==> src/rtl/pc_fetch_ctrl.sv <==
// Next-PC sequencer: sequential fetch, branch/trap/mret redirects, I-cache miss and hazard stalls.
// Optional MISALIGN_TRAP_EN: misaligned branch/mret targets divert to trap_vec and pulse misalign_exc.
module pc_fetch_ctrl #(
  parameter logic [31:0] RESET_VEC = 32'h0000_0000,
  parameter int          PC_W      = 32
) (
  input  logic            clk,
  input  logic            reset,
  input  logic [PC_W-1:0] pc_addr,
  input  logic            icache_ready,
  output logic            icache_req,
  input  logic            stall_in,
  input  logic            br_taken,
  input  logic [PC_W-1:0] br_target,
  input  logic            trap_req,
  input  logic [PC_W-1:0] trap_vec,
  input  logic            mret_req,
  input  logic [PC_W-1:0] mepc,
  output logic [PC_W-1:0] next_pc,
  output logic            halt,
  output logic            flush,
  output logic            misalign_exc
);

  typedef enum logic [1:0] {BOOT, FETCH, MISS} state_t;

  state_t          state, state_nx;
  logic            boot_ld, boot_nx;
  logic            pend_valid;
  logic [PC_W-1:0] pend_target;
  logic [1:0]      pend_prio;

  logic [PC_W-1:0] raw_tgt, live_tgt, mrg_tgt, seq_pc;
  logic [1:0]      live_prio;
  logic            live_vld, live_mis, live_wins, mrg_vld;
  logic            accept, pend_set, pend_clr;

  assign seq_pc     = pc_addr + 32'd4;
  assign icache_req = (state != BOOT);

  // Resolve the live redirect: priority 3=trap, 2=mret, 1=branch, 0=none.
  always_comb begin
    raw_tgt   = br_target;
    live_prio = 2'd0;
    if (trap_req) begin
      raw_tgt   = trap_vec;
      live_prio = 2'd3;
    end else if (mret_req) begin
      raw_tgt   = mepc;
      live_prio = 2'd2;
    end else if (br_taken) begin
      raw_tgt   = br_target;
      live_prio = 2'd1;
    end
    live_vld = (live_prio != 2'd0);
    live_mis = live_vld && !trap_req && (raw_tgt[1:0] != 2'b00);
    live_tgt = raw_tgt;
`ifdef MISALIGN_TRAP_EN
    if (live_mis) begin
      live_tgt  = trap_vec;
      live_prio = 2'd3;
    end
`else
    if (live_mis) live_tgt = {raw_tgt[PC_W-1:2], 2'b00};
`endif
  end

  // Equal priority lets the newer (live) redirect replace the buffered one.
  assign live_wins = live_vld && (!pend_valid || (live_prio >= pend_prio));
  assign mrg_vld   = live_vld || pend_valid;
  assign mrg_tgt   = live_wins ? live_tgt : pend_target;

  always_comb begin
    halt     = 1'b1;
    next_pc  = pc_addr;
    state_nx = state;
    boot_nx  = boot_ld;
    accept   = 1'b0;
    pend_set = 1'b0;
    pend_clr = 1'b0;
    case (state)
      BOOT: begin
        next_pc = RESET_VEC;
        halt    = !boot_ld;
        boot_nx = 1'b1;
        if (boot_ld) state_nx = FETCH;
      end
      FETCH: begin
        if (live_vld) begin
          halt    = 1'b0;
          next_pc = live_tgt;
          accept  = 1'b1;
        end else if (!icache_ready) begin
          state_nx = MISS;
        end else if (!stall_in) begin
          halt    = 1'b0;
          next_pc = seq_pc;
        end
      end
      MISS: begin
        if (icache_ready) begin
          state_nx = FETCH;
          if (mrg_vld) begin
            halt     = 1'b0;
            next_pc  = mrg_tgt;
            accept   = 1'b1;
            pend_clr = 1'b1;
          end else if (!stall_in) begin
            halt    = 1'b0;
            next_pc = seq_pc;
          end
        end else if (live_vld) begin
          pend_set = 1'b1;
          accept   = 1'b1;
        end
      end
      default: state_nx = BOOT;
    endcase
  end

  always_ff @(posedge clk or posedge reset) begin
    if (reset) begin
      state       <= BOOT;
      boot_ld     <= 1'b0;
      pend_valid  <= 1'b0;
      pend_target <= '0;
      pend_prio   <= 2'd0;
      flush       <= 1'b0;
    end else begin
      state   <= state_nx;
      boot_ld <= boot_nx;
      flush   <= accept;
      if (pend_clr) begin
        pend_valid <= 1'b0;
      end else if (pend_set && live_wins) begin
        pend_valid  <= 1'b1;
        pend_target <= live_tgt;
        pend_prio   <= live_prio;
      end
    end
  end

`ifdef MISALIGN_TRAP_EN
  always_ff @(posedge clk or posedge reset) begin
    if (reset) misalign_exc <= 1'b0;
    else       misalign_exc <= live_mis && (state != BOOT);
  end
`else
  assign misalign_exc = 1'b0;
`endif

endmodule

==> config.mk <==
export PLATFORM = sky130hd
export DESIGN_NAME = pc_fetch_ctrl
export DESIGN_NICKNAME = d
export VERILOG_FILES = /design/src/rtl/pc_fetch_ctrl.sv
export SDC_FILE = /design/constraint.sdc
export NUM_CORES = 1
export LEC_CHECK = 0
export CAP_MARGIN = 20
export CORE_ASPECT_RATIO = 0.75
export CORE_MARGIN = 3
export CORE_UTILIZATION = 44
export DETAILED_ROUTE_END_ITERATION = 10
export PLACE_DENSITY = 0.79
export SLEW_MARGIN = 30
export SYNTH_ARGS = -nofsm -noshare
export SYNTH_HDL_FRONTEND = slang
export SYNTH_SLANG_ARGS = --single-unit
==> constraint.sdc <==
create_clock -name clk -period 4.5 [get_ports clk]
set_input_delay 0.9 -clock clk [delete_from_list [all_inputs] [get_ports clk]]
set_output_delay 0.9 -clock clk [all_outputs]
set_load 0.02 [all_outputs]
==> results.py <==
metrics = {
    "timing": {
        "fin_crit_sh_pct": 98.0,
        "maxSlewHeadroom_pct": 54.5,
        "setup_viol": 0,
        "skew_ns": 0.00319,
        "max_freq_ghz": 0.227,
        "final-hold-violation-count": 0,
        "slew_violations": 0,
        "min_period_ns": 4.41,
        "rsz0062_at_grt": "false",
        "worst_pin_slew_ns": 0.683,
        "setup_ws_ns": 0.0886,
    },
    "global_routing": {
        "grt_use_total_pct": 32.2,
        "overflow": 0,
        "antenna_found_initial": 0,
        "grt_max_degree": 52,
        "grt_pass1_wl_um": 35300,
        "grt_pass1_vias": 6715,
    },
    "cts": {
        "tritoncts": "built",
        "postCtsSetupBuffers": 0,
        "cts_max_path_buffers": 2,
        "clk_pin_slew_ns": 0.07,
        "clk_latency_ns": 0.29,
        "clockRootBuffer": "clkbuf_16",
        "cts_sinks": 39,
        "cts_made_buffers": 5,
        "h-tree-depth": 2,
    },
    "power_and_ir_drop": {
        "p_leak_nw": 3.60,
        "max-vdd-ir-drop_v": 0.000209,
        "seqPwrFrac_pct": 19.3,
        "switching_share_pct": 46.3,
        "power.density_nw_per_um2": 387,
        "p_comb_share_pct": 67.1,
        "finalPower_mw": 3.15,
        "p_int_mw": 1.69,
        "p_sw_mw": 1.46,
        "pwr-share-clk_pct": 13.6,
    },
    "hold_path": {
        "hold_path.class": "register to register",
    },
    "final_layout": {
        "layout-drive-gt1-share_pct": 19.2,
        "finish.instance_area_um2": 8140,
        "areaGrowthSynthToFinish_pct": 50.0,
        "most-common-layout-cells": "clkdlybuf4s50_1, buf_4, o21ai_0",
        "post-route-util_pct": 68.8,
        "final_nets": 1149,
        "diodes": 0,
        "layout_commonest_cell": "clkdlybuf4s50_1",
        "num-fill-cells": 1082,
    },
    "logic_synthesis": {
        "ys_warn_count": 0,
        "async_reset_ff_share_pct": 100,
        "synthFlopType": "dfrtp_1",
        "synth.distinct_cells": 73,
        "synth_top_area_cell": "dfrtp_1",
        "synth_area_leaders": "dfrtp_1, o21ai_0, mux2i_1, nand2_1, a21oi_1",
        "ys_seq_area_share_pct": 18.0,
        "syn_avg_cell_area_um2": 6.89,
        "netlist_area_um2": 5430,
        "synth_top_cell_area_share_pct": 18.0,
        "synthCells": 787,
        "synth_nets": 929,
        "synth_edf_count": 0,
        "ys_ff_latch": 39,
    },
    "critical_path": {
        "critPathKind": "input pin to primary output",
        "path_cells": "clkdlybuf4s50_1, a21oi_2, ha_1, nor2b_2, o21a_1, buf_4, nor4b_1, a211oi_1, nand2_1, o32a_1, dlygate4sd2_1",
        "cp.required_ns": 3.60,
        "endpoint_kind": "primary output",
        "cp-start-kind": "input pin",
        "slowest_stage": "clkdlybuf4s50_1",
        "max_stage_delay_ns": 0.55,
        "cp_max_fo": 10,
        "crit_arrival_ns": 3.51,
    },
    "die": {
        "die-area_um2": 13700,
        "core_area_um2": 11800,
        "die_w_um": 134,
        "die_h_um": 102,
        "start_util_pct": 45.9,
        "fp-row-count": 34,
        "io_pins": 171,
    },
    "route": {
        "wl_per_cell_um": 19.3,
        "firstDrtPassIters": 5,
        "routed_via_density": 6.15,
        "vias": 7191,
        "postRouteAntennaNets": 0,
        "routed_wirelength_um": 22600,
        "drcViolationCount": 0,
        "drt_iter0_drc": 770,
    },
    "placed_design": {
        "pre_cts_ws_ns": -0.258,
        "dpl-instance-area_um2": 7940,
        "io_buffers": 166,
        "place_congestion": 0.987,
        "dp_hpwl_um": 17400,
    },
    "flow_run": {
        "cap_violations": 0,
    },
    "outcome": {
        "status": "finished, final reports clean",
    },
}
[cells by family after synthesis]
logic type	count (synthesis)	share of synthesized area, %
AND/OR/NAND/NOR	291	26.8
AO/OA/AOI/OAI	273	31.1
buffers and inverters	96	7.50
multiplexers	64	12.3
flip-flops	39	18.0
XOR/XNOR	16	2.58
adder cells (fa/ha/maj)	7	1.61
other	1	0.0691
[power groups by stage]
stage | Sequential, mW | Clock [mW] | Combinational [mW]
6_report | 0.608 | 0.427 | 2.11
5_1_grt | 0.627 | 0.443 | 2.27
4_1_cts | 0.605 | 0.432 | 2.09
3_5_place_dp | 0.611 | 0 | 2.16
3_3_place_gp | 0.603 | 0 | 2.13
2_1_floorplan | 0.586 | 0 | 1.20
[what timing repair did]
| item | CTS | global route |
|---|---|---|
| cloned | 0 | 0 |
| hold buffers | 0 | 0 |
| gates resized for setup | 28 | 24 |
| setup endpoints to repair | 25 | 20 |
| pin swaps | 0 | 3 |
[cells in the mapped netlist (10+ instances only)]
master / count
o21ai_0: 99
nand2_1: 93
nor2_1: 66
a21oi_1: 57
clkbuf_1: 52
mux2i_1: 41
dfrtp_1: 39
nand3_1: 29
a31oi_1: 25
mux2_2: 23
nor3_1: 23
buf_2: 21
inv_1: 16
nand4_1: 16
a211oi_1: 15
nor2b_1: 13
xnor2_1: 11
and3_1: 10
[layer usage]
layer  GRT usage [%]  vias up  routed length (µm)
met4            10.4        0                 612
met1            43.8     3303                9330
met3            7.23       57                2700
met5               0        -                   0
li1                -     3349                   -
met2            51.3      482                9920
[metrics by stage]
stage                     hold WS (ns)  setup TNS, ns  cells
after floorplan                  0.438              0    787
after global placement           0.449          -2.39   1162
after detailed placement         0.461          -2.79   1162
after CTS                        0.477              0   1170
after global routing             0.506              0   1170
final                            0.476              0   1170
[worst paths after layout]
check,cells after the start,endpoint,slack [ns],from
max,11,next_pc[20],0.09,br_taken
min,1,boot_ld$_DFFE_PP0P_,0.48,boot_ld$_DFFE_PP0P_
max reg2reg,8,pend_target[25]$_DFFE_PP0P_,2.09,pend_prio[0]$_DFFE_PP0P_
min reg2reg,1,boot_ld$_DFFE_PP0P_,0.48,boot_ld$_DFFE_PP0P_
max in group asynchronous,3,pend_target[18]$_DFFE_PP0P_,3.06,reset
min in group asynchronous,3,pend_target[1]$_DFFE_PP0P_,1.05,reset
[registers in the layout (all words and copies together), names as in the netlist]
register / cells
boot_ld: 1
flush: 1
pend_prio: 2
pend_target: 32
pend_valid: 1
state: 2
[area by class of cell]
type,instances,area [µm²],share of cell area [%]
clock inverters,3,43.8,0.538
multi-input cells,652,4100,50.4
inverters,16,60.1,0.738
well taps,162,203,2.49
repair buffers,293,2630,32.3
clock buffers,5,125,1.54
flip-flops and latches,39,976,12.0
[worst max-delay path, delay by kind of cell]
family | cells | cell delay [ns]
AOI/OAI and AO/OA | 4 | 0.88
and+or+nand+nor | 3 | 0.34
buffers and inverters | 3 | 1.10
adders and majority gates | 1 | 0.28
Note: power is estimated with default switching activity, not from simulation.
